===== config.mk =====
export PLATFORM = sky130hd
export DESIGN_NAME = ro_freq_counter_flat
export DESIGN_NICKNAME = d
export VERILOG_FILES = /design/src/rtl/ro_freq_counter_pkg.sv /design/src/rtl/ro_freq_counter_if.sv /design/src/rtl/ro_freq_counter_sync_rise_detect.sv /design/src/rtl/ro_freq_counter.sv /design/src/flat_wrapper.sv
export SDC_FILE = /design/constraint.sdc
export NUM_CORES = 1
export LEC_CHECK = 0
export ABC_AREA = 1
export CORE_MARGIN = 2
export CORE_UTILIZATION = 51
export DETAILED_ROUTE_END_ITERATION = 8
export PLACE_DENSITY = 0.87
export SLEW_MARGIN = 10
export SYNTH_ARGS = -nofsm -noshare
export SYNTH_HDL_FRONTEND = slang
export SYNTH_SLANG_ARGS = --single-unit

===== constraint.sdc =====
create_clock -name i_Clk -period 2 [get_ports i_Clk]
set_input_delay 0.6 -clock i_Clk [delete_from_list [all_inputs] [get_ports i_Clk]]
set_output_delay 0.6 -clock i_Clk [all_outputs]
set_load 0.01 [all_outputs]

===== src/rtl/ro_freq_counter_pkg.sv =====
// Shared types and default sizing for the ring-oscillator frequency counter.
package ro_meas_pkg;

  typedef enum logic [1:0] {
    IDLE   = 2'd0,
    SETTLE = 2'd1,
    COUNT  = 2'd2,
    DONE   = 2'd3
  } meas_state_e;

  localparam int DEF_CNT_W         = 16;
  localparam int DEF_WIN_W         = 16;
  localparam int DEF_SETTLE_CYCLES = 8;
  localparam int DEF_SYNC_STAGES   = 2;

  // Bits needed to hold a down-counter loaded with n-1 (never less than one bit).
  function automatic int cnt_width(input int n);
    return (n > 1) ? $clog2(n) : 1;
  endfunction

endpackage


===== src/rtl/ro_freq_counter_if.sv =====
// Control/result bundle between the sensor readout logic, the oscillator and the counter.
interface ro_freq_counter_if
  import ro_meas_pkg::*;
#(
  parameter int CNT_W = DEF_CNT_W,
  parameter int WIN_W = DEF_WIN_W
);
  logic             i_Start;
  logic             i_Sel;
  logic [WIN_W-1:0] i_Win_len;
  logic             i_RO_out;
  logic             o_RO_enable;
  logic             o_RO_sel;
  logic             o_Busy;
  logic             o_Done;
  logic [CNT_W-1:0] o_Count;
  logic             o_Overflow;

  modport master (
    output i_Start, i_Sel, i_Win_len, i_RO_out,
    input  o_RO_enable, o_RO_sel, o_Busy, o_Done, o_Count, o_Overflow
  );

  modport slave (
    input  i_Start, i_Sel, i_Win_len, i_RO_out,
    output o_RO_enable, o_RO_sel, o_Busy, o_Done, o_Count, o_Overflow
  );
endinterface


===== src/rtl/ro_freq_counter_sync_rise_detect.sv =====
// Brings the asynchronous oscillator output into i_Clk and flags one-cycle rising edges.
module sync_rise_detect #(
  parameter int SYNC_STAGES = 2
) (
  input  logic i_Clk,
  input  logic i_Rst_n,
  input  logic ro_in,
  output logic rise
);

  logic [SYNC_STAGES-1:0] sync_r;
  logic                   prev_r;

  // Synchronizer chain plus the previous synchronized value for edge detection.
  always_ff @(posedge i_Clk or negedge i_Rst_n) begin
    if (!i_Rst_n) begin
      sync_r <= '0;
      prev_r <= 1'b0;
    end else begin
      sync_r <= {sync_r[SYNC_STAGES-2:0], ro_in};
      prev_r <= sync_r[SYNC_STAGES-1];
    end
  end

  assign rise = sync_r[SYNC_STAGES-1] & ~prev_r;

endmodule


===== src/rtl/ro_freq_counter.sv =====
// Enables the selected ring oscillator, waits for it to settle, then counts its
// rising edges over a programmable window and reports a saturated result.
module ro_freq_counter
  import ro_meas_pkg::*;
#(
  parameter int CNT_W         = DEF_CNT_W,
  parameter int WIN_W         = DEF_WIN_W,
  parameter int SETTLE_CYCLES = DEF_SETTLE_CYCLES,
  parameter int SYNC_STAGES   = DEF_SYNC_STAGES
) (
  input logic              i_Clk,
  input logic              i_Rst_n,
  ro_freq_counter_if.slave bus
);

  localparam int SET_W = cnt_width(SETTLE_CYCLES);
  localparam logic [SET_W-1:0] SETTLE_LOAD = SET_W'(SETTLE_CYCLES - 1);

  meas_state_e      state_r;
  meas_state_e      state_s;
  logic             start_s;
  logic             to_count_s;
  logic             to_done_s;
  logic             rise_s;
  logic [CNT_W-1:0] cnt_s;
  logic             ovf_s;

  logic [WIN_W-1:0] win_r;
  logic [WIN_W-1:0] win_cnt_r;
  logic [SET_W-1:0] settle_cnt_r;
  logic [CNT_W-1:0] cnt_r;
  logic             ovf_r;
  logic             ro_en_r;
  logic             ro_sel_r;
  logic             busy_r;
  logic             done_r;
  logic [CNT_W-1:0] count_out_r;
  logic             ovf_out_r;

  sync_rise_detect #(
    .SYNC_STAGES(SYNC_STAGES)
  ) u_sync (
    .i_Clk  (i_Clk),
    .i_Rst_n(i_Rst_n),
    .ro_in  (bus.i_RO_out),
    .rise   (rise_s)
  );

  // Next-state decode; the window counter holds remaining cycles minus one.
  always_comb begin
    state_s    = state_r;
    start_s    = 1'b0;
    to_count_s = 1'b0;
    to_done_s  = 1'b0;
    case (state_r)
      IDLE: begin
        if (bus.i_Start) begin
          state_s = SETTLE;
          start_s = 1'b1;
        end else begin
          state_s = IDLE;
        end
      end
      SETTLE: begin
        if (settle_cnt_r == '0) begin
          if (win_r == '0) begin
            state_s   = DONE;
            to_done_s = 1'b1;
          end else begin
            state_s    = COUNT;
            to_count_s = 1'b1;
          end
        end else begin
          state_s = SETTLE;
        end
      end
      COUNT: begin
        if (win_cnt_r == '0) begin
          state_s   = DONE;
          to_done_s = 1'b1;
        end else begin
          state_s = COUNT;
        end
      end
      DONE:    state_s = IDLE;
      default: state_s = IDLE;
    endcase
  end

  // Saturating edge counter; overflow flags an edge that arrived while already full.
  always_comb begin
    cnt_s = cnt_r;
    ovf_s = ovf_r;
    if ((state_r == COUNT) && rise_s) begin
      if (&cnt_r) begin
        ovf_s = 1'b1;
      end else begin
        cnt_s = cnt_r + CNT_W'(1);
      end
    end else begin
      cnt_s = cnt_r;
      ovf_s = ovf_r;
    end
  end

  // FSM state, status strobes and oscillator controls.
  always_ff @(posedge i_Clk or negedge i_Rst_n) begin
    if (!i_Rst_n) begin
      state_r  <= IDLE;
      busy_r   <= 1'b0;
      done_r   <= 1'b0;
      ro_en_r  <= 1'b0;
      ro_sel_r <= 1'b0;
      win_r    <= '0;
    end else begin
      state_r <= state_s;
      busy_r  <= (state_s != IDLE);
      done_r  <= to_done_s;
      if (start_s) begin
        ro_en_r  <= 1'b1;
        ro_sel_r <= bus.i_Sel;
        win_r    <= bus.i_Win_len;
      end else if (to_done_s) begin
        ro_en_r <= 1'b0;
      end else begin
        ro_en_r <= ro_en_r;
      end
    end
  end

  // Settle and window down-counters plus the working edge count.
  always_ff @(posedge i_Clk or negedge i_Rst_n) begin
    if (!i_Rst_n) begin
      settle_cnt_r <= '0;
      win_cnt_r    <= '0;
      cnt_r        <= '0;
      ovf_r        <= 1'b0;
    end else begin
      if (start_s) begin
        settle_cnt_r <= SETTLE_LOAD;
        cnt_r        <= '0;
        ovf_r        <= 1'b0;
      end else begin
        cnt_r <= cnt_s;
        ovf_r <= ovf_s;
        if ((state_r == SETTLE) && (settle_cnt_r != '0)) begin
          settle_cnt_r <= settle_cnt_r - SET_W'(1);
        end else begin
          settle_cnt_r <= settle_cnt_r;
        end
      end
      if (to_count_s) begin
        win_cnt_r <= win_r - WIN_W'(1);
      end else if ((state_r == COUNT) && (win_cnt_r != '0)) begin
        win_cnt_r <= win_cnt_r - WIN_W'(1);
      end else begin
        win_cnt_r <= win_cnt_r;
      end
    end
  end

  // Published result, captured with the final-cycle edge included.
  always_ff @(posedge i_Clk or negedge i_Rst_n) begin
    if (!i_Rst_n) begin
      count_out_r <= '0;
      ovf_out_r   <= 1'b0;
    end else if (to_done_s) begin
      count_out_r <= cnt_s;
      ovf_out_r   <= ovf_s;
    end else begin
      count_out_r <= count_out_r;
      ovf_out_r   <= ovf_out_r;
    end
  end

  assign bus.o_RO_enable = ro_en_r;
  assign bus.o_RO_sel    = ro_sel_r;
  assign bus.o_Busy      = busy_r;
  assign bus.o_Done      = done_r;
  assign bus.o_Count     = count_out_r;
  assign bus.o_Overflow  = ovf_out_r;

endmodule


===== src/flat_wrapper.sv =====
// flat-port wrapper written by rule: the top's interface ports become plain ports
module ro_freq_counter_flat import ro_meas_pkg::*;
#(
  parameter int CNT_W         = DEF_CNT_W,
  parameter int WIN_W         = DEF_WIN_W,
  parameter int SETTLE_CYCLES = DEF_SETTLE_CYCLES,
  parameter int SYNC_STAGES   = DEF_SYNC_STAGES
)
  (i_Clk, i_Rst_n, bus_i_Start, bus_i_Sel, bus_i_Win_len, bus_i_RO_out, bus_o_RO_enable, bus_o_RO_sel, bus_o_Busy, bus_o_Done, bus_o_Count, bus_o_Overflow);
  ro_freq_counter_if #(.CNT_W(CNT_W), .WIN_W(WIN_W)) bus_i ();
  input logic i_Clk;
  input logic i_Rst_n;
  input wire logic [$bits(bus_i.i_Start)-1:0] bus_i_Start;
  input wire logic [$bits(bus_i.i_Sel)-1:0] bus_i_Sel;
  input wire logic [$bits(bus_i.i_Win_len)-1:0] bus_i_Win_len;
  input wire logic [$bits(bus_i.i_RO_out)-1:0] bus_i_RO_out;
  output wire logic [$bits(bus_i.o_RO_enable)-1:0] bus_o_RO_enable;
  output wire logic [$bits(bus_i.o_RO_sel)-1:0] bus_o_RO_sel;
  output wire logic [$bits(bus_i.o_Busy)-1:0] bus_o_Busy;
  output wire logic [$bits(bus_i.o_Done)-1:0] bus_o_Done;
  output wire logic [$bits(bus_i.o_Count)-1:0] bus_o_Count;
  output wire logic [$bits(bus_i.o_Overflow)-1:0] bus_o_Overflow;
  assign bus_i.i_Start = bus_i_Start;
  assign bus_i.i_Sel = bus_i_Sel;
  assign bus_i.i_Win_len = bus_i_Win_len;
  assign bus_i.i_RO_out = bus_i_RO_out;
  assign bus_o_RO_enable = bus_i.o_RO_enable;
  assign bus_o_RO_sel = bus_i.o_RO_sel;
  assign bus_o_Busy = bus_i.o_Busy;
  assign bus_o_Done = bus_i.o_Done;
  assign bus_o_Count = bus_i.o_Count;
  assign bus_o_Overflow = bus_i.o_Overflow;
  ro_freq_counter #(.CNT_W(CNT_W), .WIN_W(WIN_W), .SETTLE_CYCLES(SETTLE_CYCLES), .SYNC_STAGES(SYNC_STAGES)) u_core (.i_Clk(i_Clk), .i_Rst_n(i_Rst_n), .bus(bus_i));
endmodule

==> impl_metrics.tcl, run 1 <==
set metrics [dict create \
    worstMarginPinSlew_ns 0.4994 \
    outcome "finished with violations" \
    timing.hold.ws_ns 0.1814 \
    syn_area_per_cell_sq_um 7.663 \
    finalCritPeriodShare_pct 108.8 \
    area_delta_synth_final_pct 36.10 \
    place.detailed.hpwl_mm 7.042 \
    nNetsFinal 642 \
    core_sq_um 7647 \
    antenna_found_initial 0 \
    skew_ns 0.01709 \
    grt_pass1_vias 3575 \
    clk_path_buf_depth 2 \
    arrival_ns 2.49 \
    critPathCaptureType "flip-flop" \
    synth.net_count 551 \
    grt_max_degree 38 \
    finalSetupTns_ns -0.9343 \
    synth_ff_type "dfrtp_1" \
    globalplace.congestion 0.9020 \
    drt-met1-wl_mm 4.449 \
    port_buffers 41 \
    diodes 0 \
    reg2reg_depth 14 \
    synth_edf_count 0 \
    ys_top_cells_by_count "178 x nand2_1, 78 x dfrtp_1, 64 x nor2_1" \
    die_area_sq_um 8567 \
    yosys_warnings 0 \
    vias 4021 \
    grt_pass1_wl_mm 16.40 \
    clkLatencyLatePin_ns 0.37 \
    wl_met2_mm 5.773 \
    final_layout_size_suffix_gt1_share_pct 26.21 \
    grt.total_usage_pct 24.17 \
    finalWorstPathRequiredPeriod_ns 2.177 \
    crit_type "reg -> reg" \
    dieHeight_um 92.56 \
    drc 0 \
    postRouteWirelength_mm 11.60 \
    irDropWorstVdd_mv 0.8470 \
    setup_ws_ns -0.1770 \
    p_per_area_nw_per_um2 1304 \
    yosysMostFrequentCell "nand2_1" \
    yosysUniqueCellTypes 28 \
    vias_per_cell 5.585 \
    clk_pin_slew_ns 0.10 \
    synthTopCellsByArea "dfrtp_1 49%, nand2_1 17%, nor2_1 6.0%" \
    die_w_um 92.56 \
    ys_seq_area_share_pct 48.80 \
    hp-class "in -> async" \
    io_pins 42 \
    path_max_fanout 5 \
    dr.pass1.iters 6 \
    cp-start-kind "flip-flop" \
    worstPathRequired_ns 2.32 \
    initial_utilization_pct 52.31 \
    wl_per_cell_um 16.12 \
    ant_nets 0 \
    synth_top_cell_by_area "dfrtp_1" \
    routed-wl-met3_um 856 \
    grt-ovfl-total 0 \
    topRoutingLayerUsed "met4" \
    utilization_pct 71.19 \
    ys_seq_elements 78 \
    violations "setup timing" \
    hold_viol_final 0 \
    synth.top_cell.area_share_pct 48.80 \
    netlist_instances 522 \
    htree_levels 3 \
    drv_cap 0 \
    cts_buffers 9 \
    maxClockFrequency_ghz 0.4593 \
    async_flop_share_pct 100.0 \
    tritoncts "yes" \
    syn_area_sq_um 4000 \
    slew-limit-headroom_pct 66.71 \
    num_rows 32 \
    clockRootBuffer "clkbuf_8" \
    rsz0062_at_grt "true" \
    drv_slew 0 \
    power.leakage_nw 2.632 \
    clock_sinks 78 \
    drtIter0Drc 338 \
    setup_viol 14 \
]
-- final cells by class --
type                            count  area [sq um]
Inverter                           47         178.9
Clock inverter                      7         83.83
Multi-Input combinational cell    384          2158
Timing Repair Buffer               93         818.3
Fill cell                         516          2203
Sequential cell                    78          1953
Clock buffer                        9         123.9
Tap cell                          102         127.6
-- logic make-up after synthesis --
group / count (synthesis) / share of synthesized area (%)
adder cells (fa/ha/maj): 8 / 2.502
XOR/XNOR: 14 / 3.065
AO/OA/AOI/OAI: 46 / 6.162
buffers and inverters: 61 / 6.193
flip-flops: 78 / 48.80
AND/OR/NAND/NOR: 315 / 33.28
-- final timing paths --
kind | from | to | slack, ns
setup / recovery | u_core.win_r[4] | u_core.win_cnt_r[12] | -0.18
hold / removal | i_Rst_n | u_core.win_cnt_r[12] | 0.18
setup reg to reg | u_core.win_r[4] | u_core.win_cnt_r[12] | -0.18
hold reg to reg | u_core.u_sync.sync_r[0] | u_core.u_sync.sync_r[1] | 0.36
max in group asynchronous | i_Rst_n | u_core.win_cnt_r[1] | 1.23
min in group i_Clk | u_core.u_sync.sync_r[0] | u_core.u_sync.sync_r[1] | 0.36
-- cells in the final DEF (no fill, tap or decap), types with 2 or more instances in the layout --
cell type and instances:
inv_1 37, inv_6 4, nor2_4 18, buf_4 50, nor2_2 11, nand2_4 12, nor2_1 47, nand3_1 30
xor2_1 9, nand3_2 9, dfrtp_1 77, o21ai_1 11, buf_6 2, nand2_2 23, a31oi_1 3, a21oi_1 6
xnor2_1 5, inv_2 9, ha_4 3, clkdlybuf4s50_1 40, nor3_1 5, nand2_1 153, o21ai_0 22, clkbuf_8 9
nand4_1 4, ha_1 4
-- power breakdown --
group / total, mW / switching, mW / internal, mW
Sequential: 2.24 / 0.299 / 1.95
Combinational: 3.59 / 2.16 / 1.43
Clock: 1.27 / 0.664 / 0.603
Total: 7.10 / 3.12 / 3.98
-- critical path: stages (launching register included) --
cell     delay [ns]
dfrtp_1        0.45
nor2_1         0.11
nand2_1        0.08
nor2_2         0.16
nand2_4        0.11
nand2_4        0.12
nand2_2        0.08
o21ai_4        0.09
ha_4           0.19
nand3_4        0.10
nor3_4         0.27
nand3_2        0.10
nand2_1        0.11
nand3_1        0.09
nand2_1        0.07
-- registers in the layout (all words and copies together), names as in the netlist --
register,flops
u_core.win_r,16
u_core.win_cnt_r,16
u_core.bus.o_Busy,1
u_core.ovf_r,1
u_core.bus.o_Count,16
u_core.u_sync.prev_r,1
u_core.bus.o_RO_enable,1
u_core.state_r,2
u_core.bus.o_RO_sel,1
u_core.settle_cnt_r,3
u_core.bus.o_Done,1
u_core.bus.o_Overflow,1
u_core.cnt_r,16
u_core.u_sync.sync_r,2
-- per-stage QoR --
step                power [mW]  setup WS, ns  cells  instance area [sq um]
finish                   7.098       -0.1770    720                   5444
global placement         4.578       0.01700    685                   4745
CTS                      6.102      -0.02132    704                   5025
floorplan                3.792      0.003946    522                   4013
global route             7.474       -0.2560    720                   5444
detailed placement       4.700      -0.08170    685                   4745
-- per-layer routing --
| layer | track usage (%) | vias up |
|---|---|---|
| li1 | - | 1818 |
| met1 | 31.60 | 1922 |
| met2 | 40.51 | 219 |
| met3 | 4.963 | 62 |
| met4 | 7.711 | 0 |
| met5 | 0 | - |
-- what timing repair did --
item,in CTS,in global routing
pin swaps,9,32
endpoints found under the setup margin,11,38
endpoints found under the hold margin,0,0
cloned,1,0
hold buffers,0,0
setup buffers,2,17
resized for setup,21,80
No activity file was read; power rests on OpenSTA's default activity.
==> run 2, diff against run 1 <==
--- a/config.mk
+++ b/config.mk
@@ -9,8 +9,9 @@
 export CORE_MARGIN = 2
 export CORE_UTILIZATION = 51
 export DETAILED_ROUTE_END_ITERATION = 8
+export GPL_ROUTABILITY_DRIVEN = 0
 export PLACE_DENSITY = 0.87
-export SLEW_MARGIN = 10
+export SLEW_MARGIN = 20
 export SYNTH_ARGS = -nofsm -noshare
 export SYNTH_HDL_FRONTEND = slang
 export SYNTH_SLANG_ARGS = --single-unit
==> run 2 against run 1 <==
Net effect: via count rose by 6.1%; the run ends with DRC, setup timing left; maximum frequency is 3.3% lower; wire length rose by 16%; clock skew fell by 0.0082 ns; global-route usage up 1.2 points; clock power is essentially flat; design area is 3.1% higher; sequential share of layout area shrank 1.1 points; die area unchanged; sequential cell count did not move; hold slack got worse by 0.034 ns.
==> impl_metrics.tcl, run 2 (synthesized netlist as in run 1, its figures left out) <==
set metrics [dict create \
    intPower_mw 4.129 \
    place_area_sq_um 4757 \
    crit_top_cell "nand2_1" \
    clk_path_buf_depth 2 \
    worstPathRequired_ns 2.27 \
    hp-class "in -> async" \
    grt_pass1_vias 3734 \
    rsz0062_at_grt "true" \
    maxClockFrequency_ghz 0.4442 \
    final_cell_mix "157 x nand2_1, 77 x dfrtp_1, 51 x buf_4" \
    clockPowerShare_pct 17.1 \
    final_common_cell "nand2_1" \
    worstMarginPinSlew_ns 0.3930 \
    tritoncts "yes" \
    grt_pass1_wl_mm 17.17 \
    area_delta_synth_final_pct 40.32 \
    final_layout_size_suffix_gt1_share_pct 28.12 \
    die_w_um 92.56 \
    wl_per_cell_um 18.56 \
    arrival_ns 2.52 \
    cts_hold_buf 0 \
    critical_path.max_stage_delay_ns 0.44 \
    postRouteWirelength_mm 13.52 \
    port_buffers 41 \
    drc 1 \
    violations "DRC, setup timing" \
    dieHeight_um 92.56 \
    path_max_fanout 5 \
    die_area_sq_um 8567 \
    slew-limit-headroom_pct 73.80 \
    grt.total_usage_pct 25.36 \
    io_pins 42 \
    vias 4265 \
    outcome "finished with violations" \
    vias_per_cell 5.859 \
    clkLatencyLatePin_ns 0.37 \
    drv_cap 0 \
    pwr-share-seq_pct 30.3 \
    dr.pass1.iters 8 \
    antenna_found_initial 0 \
    clk_pin_slew_ns 0.09 \
    ant_nets 0 \
    p_per_area_nw_per_um2 1337 \
    grt_max_degree 50 \
    critPathCaptureType "flip-flop" \
    clock_sinks 78 \
    fin_area_sq_um 5613 \
    clockRootBuffer "clkbuf_8" \
    cts_buffers 9 \
    drv_slew 0 \
    core_sq_um 7647 \
    initial_utilization_pct 52.31 \
    finalWorstPathRequiredPeriod_ns 2.251 \
    p_comb_share_pct 52.5 \
    grt-ovfl-total 0 \
    finalSetupTns_ns -2.454 \
    hold_viol_final 0 \
    htree_levels 3 \
    switching_share_pct 44.99 \
    setup_viol 17 \
    path_cells "nor2_1, nand2_1, nor2_2, nand2_4, buf_4, nand3_2, nand2_4, nor2_4, nand2_2, nor2_4, nand2_1, nand2_1, nand2_1, nand2_1, nand2_1" \
    drtIter0Drc 512 \
    nNetsFinal 650 \
    power.leakage_nw 2.695 \
    power.total_mw 7.506 \
    p_sw_mw 3.377 \
    num_rows 32 \
    place.detailed.hpwl_mm 7.033 \
    crit_path_top_delay_cell "dfrtp_1" \
    setup_ws_ns -0.2511 \
    crit_type "reg -> reg" \
    irDropWorstVdd_mv 0.5704 \
    finalCritPeriodShare_pct 112.6 \
    skew_ns 0.008888 \
    diodes 0 \
    cp-start-kind "flip-flop" \
]
[run 2: cell types whose count changed in the layout (fill, tap and decap cells not counted), moves of 4 or more]
| cell | before | now |
|---|---|---|
| buf_6 | 2 | 6 |
| nand2_1 | 153 | 157 |
| nand2_2 | 23 | 19 |
| nor2_2 | 11 | 17 |
| nor2_4 | 18 | 12 |
[run 2: per-layer routing]
metal | routed length, um | vias to the layer above | share of wire, % | global-route usage [%]
li1 | - | 1836 | - | -
met1 | 4834 | 2052 | 36 | 31.46
met2 | 6727 | 285 | 50 | 43.07
met3 | 1158 | 92 | 8.6 | 4.719
met4 | 795 | 0 | 5.9 | 11.57
met5 | 0 | - | 0 | 0
[run 2: what timing repair did]
action                     in CTS  in global routing
pin swaps                       8                 45
buffers inserted                4                 23
gates resized for setup        31                 86
setup endpoints to repair      15                 42
[run 2: layout make-up]
class / instances / area (sq um)
Clock inverter: 7 / 85.08
Tap cell: 102 / 127.6
Sequential cell: 78 / 1953
Clock buffer: 9 / 123.9
Timing Repair Buffer: 102 / 945.9
Multi-Input combinational cell: 383 / 2186
Fill cell: 471 / 2034
Inverter: 47 / 191.4
[run 2: final timing paths]
path	startpoint	end	slack, ns	depth (start not counted)
max	u_core.win_r[5]	u_core.win_cnt_r[14]	-0.25	15
min	i_Rst_n	u_core.cnt_r[6]	0.15	1
max reg2reg	u_core.win_r[5]	u_core.win_cnt_r[14]	-0.25	15
min reg2reg	u_core.u_sync.sync_r[0]	u_core.u_sync.sync_r[1]	0.38	0
max in group asynchronous	i_Rst_n	u_core.state_r[0]	1.24	2
min in group i_Clk	u_core.u_sync.sync_r[0]	u_core.u_sync.sync_r[1]	0.38	0
[run 2: critical path: cells and delay by family, from the launching register on]
family | cells | cell delay [ns]
simple gates | 14 | 1.55
flops | 1 | 0.44
buf+inv | 1 | 0.17
[run 2: power by group through the flow]
stage	clock network, mW	logic [mW]	registers (mW)
floorplan	0	1.61	2.19
global placement	0	2.37	2.20
detailed placement	0	2.48	2.22
CTS	1.28	2.75	2.20
global route	1.36	4.18	2.29
finish	1.29	3.94	2.28
[run 2: stage by stage]
step	worst slack, ns	hold WS [ns]	util (%)	std cells
after detailed placement	-0.1731	0.3448	62.21	685
after floorplan	0.003946	0.3044	-	522
after global placement	0.01546	0.3365	62.21	685
after CTS	-0.01884	0.1484	66.56	705
final	-0.2511	0.1473	73.40	728
after global routing	-0.3784	0.1744	73.40	728
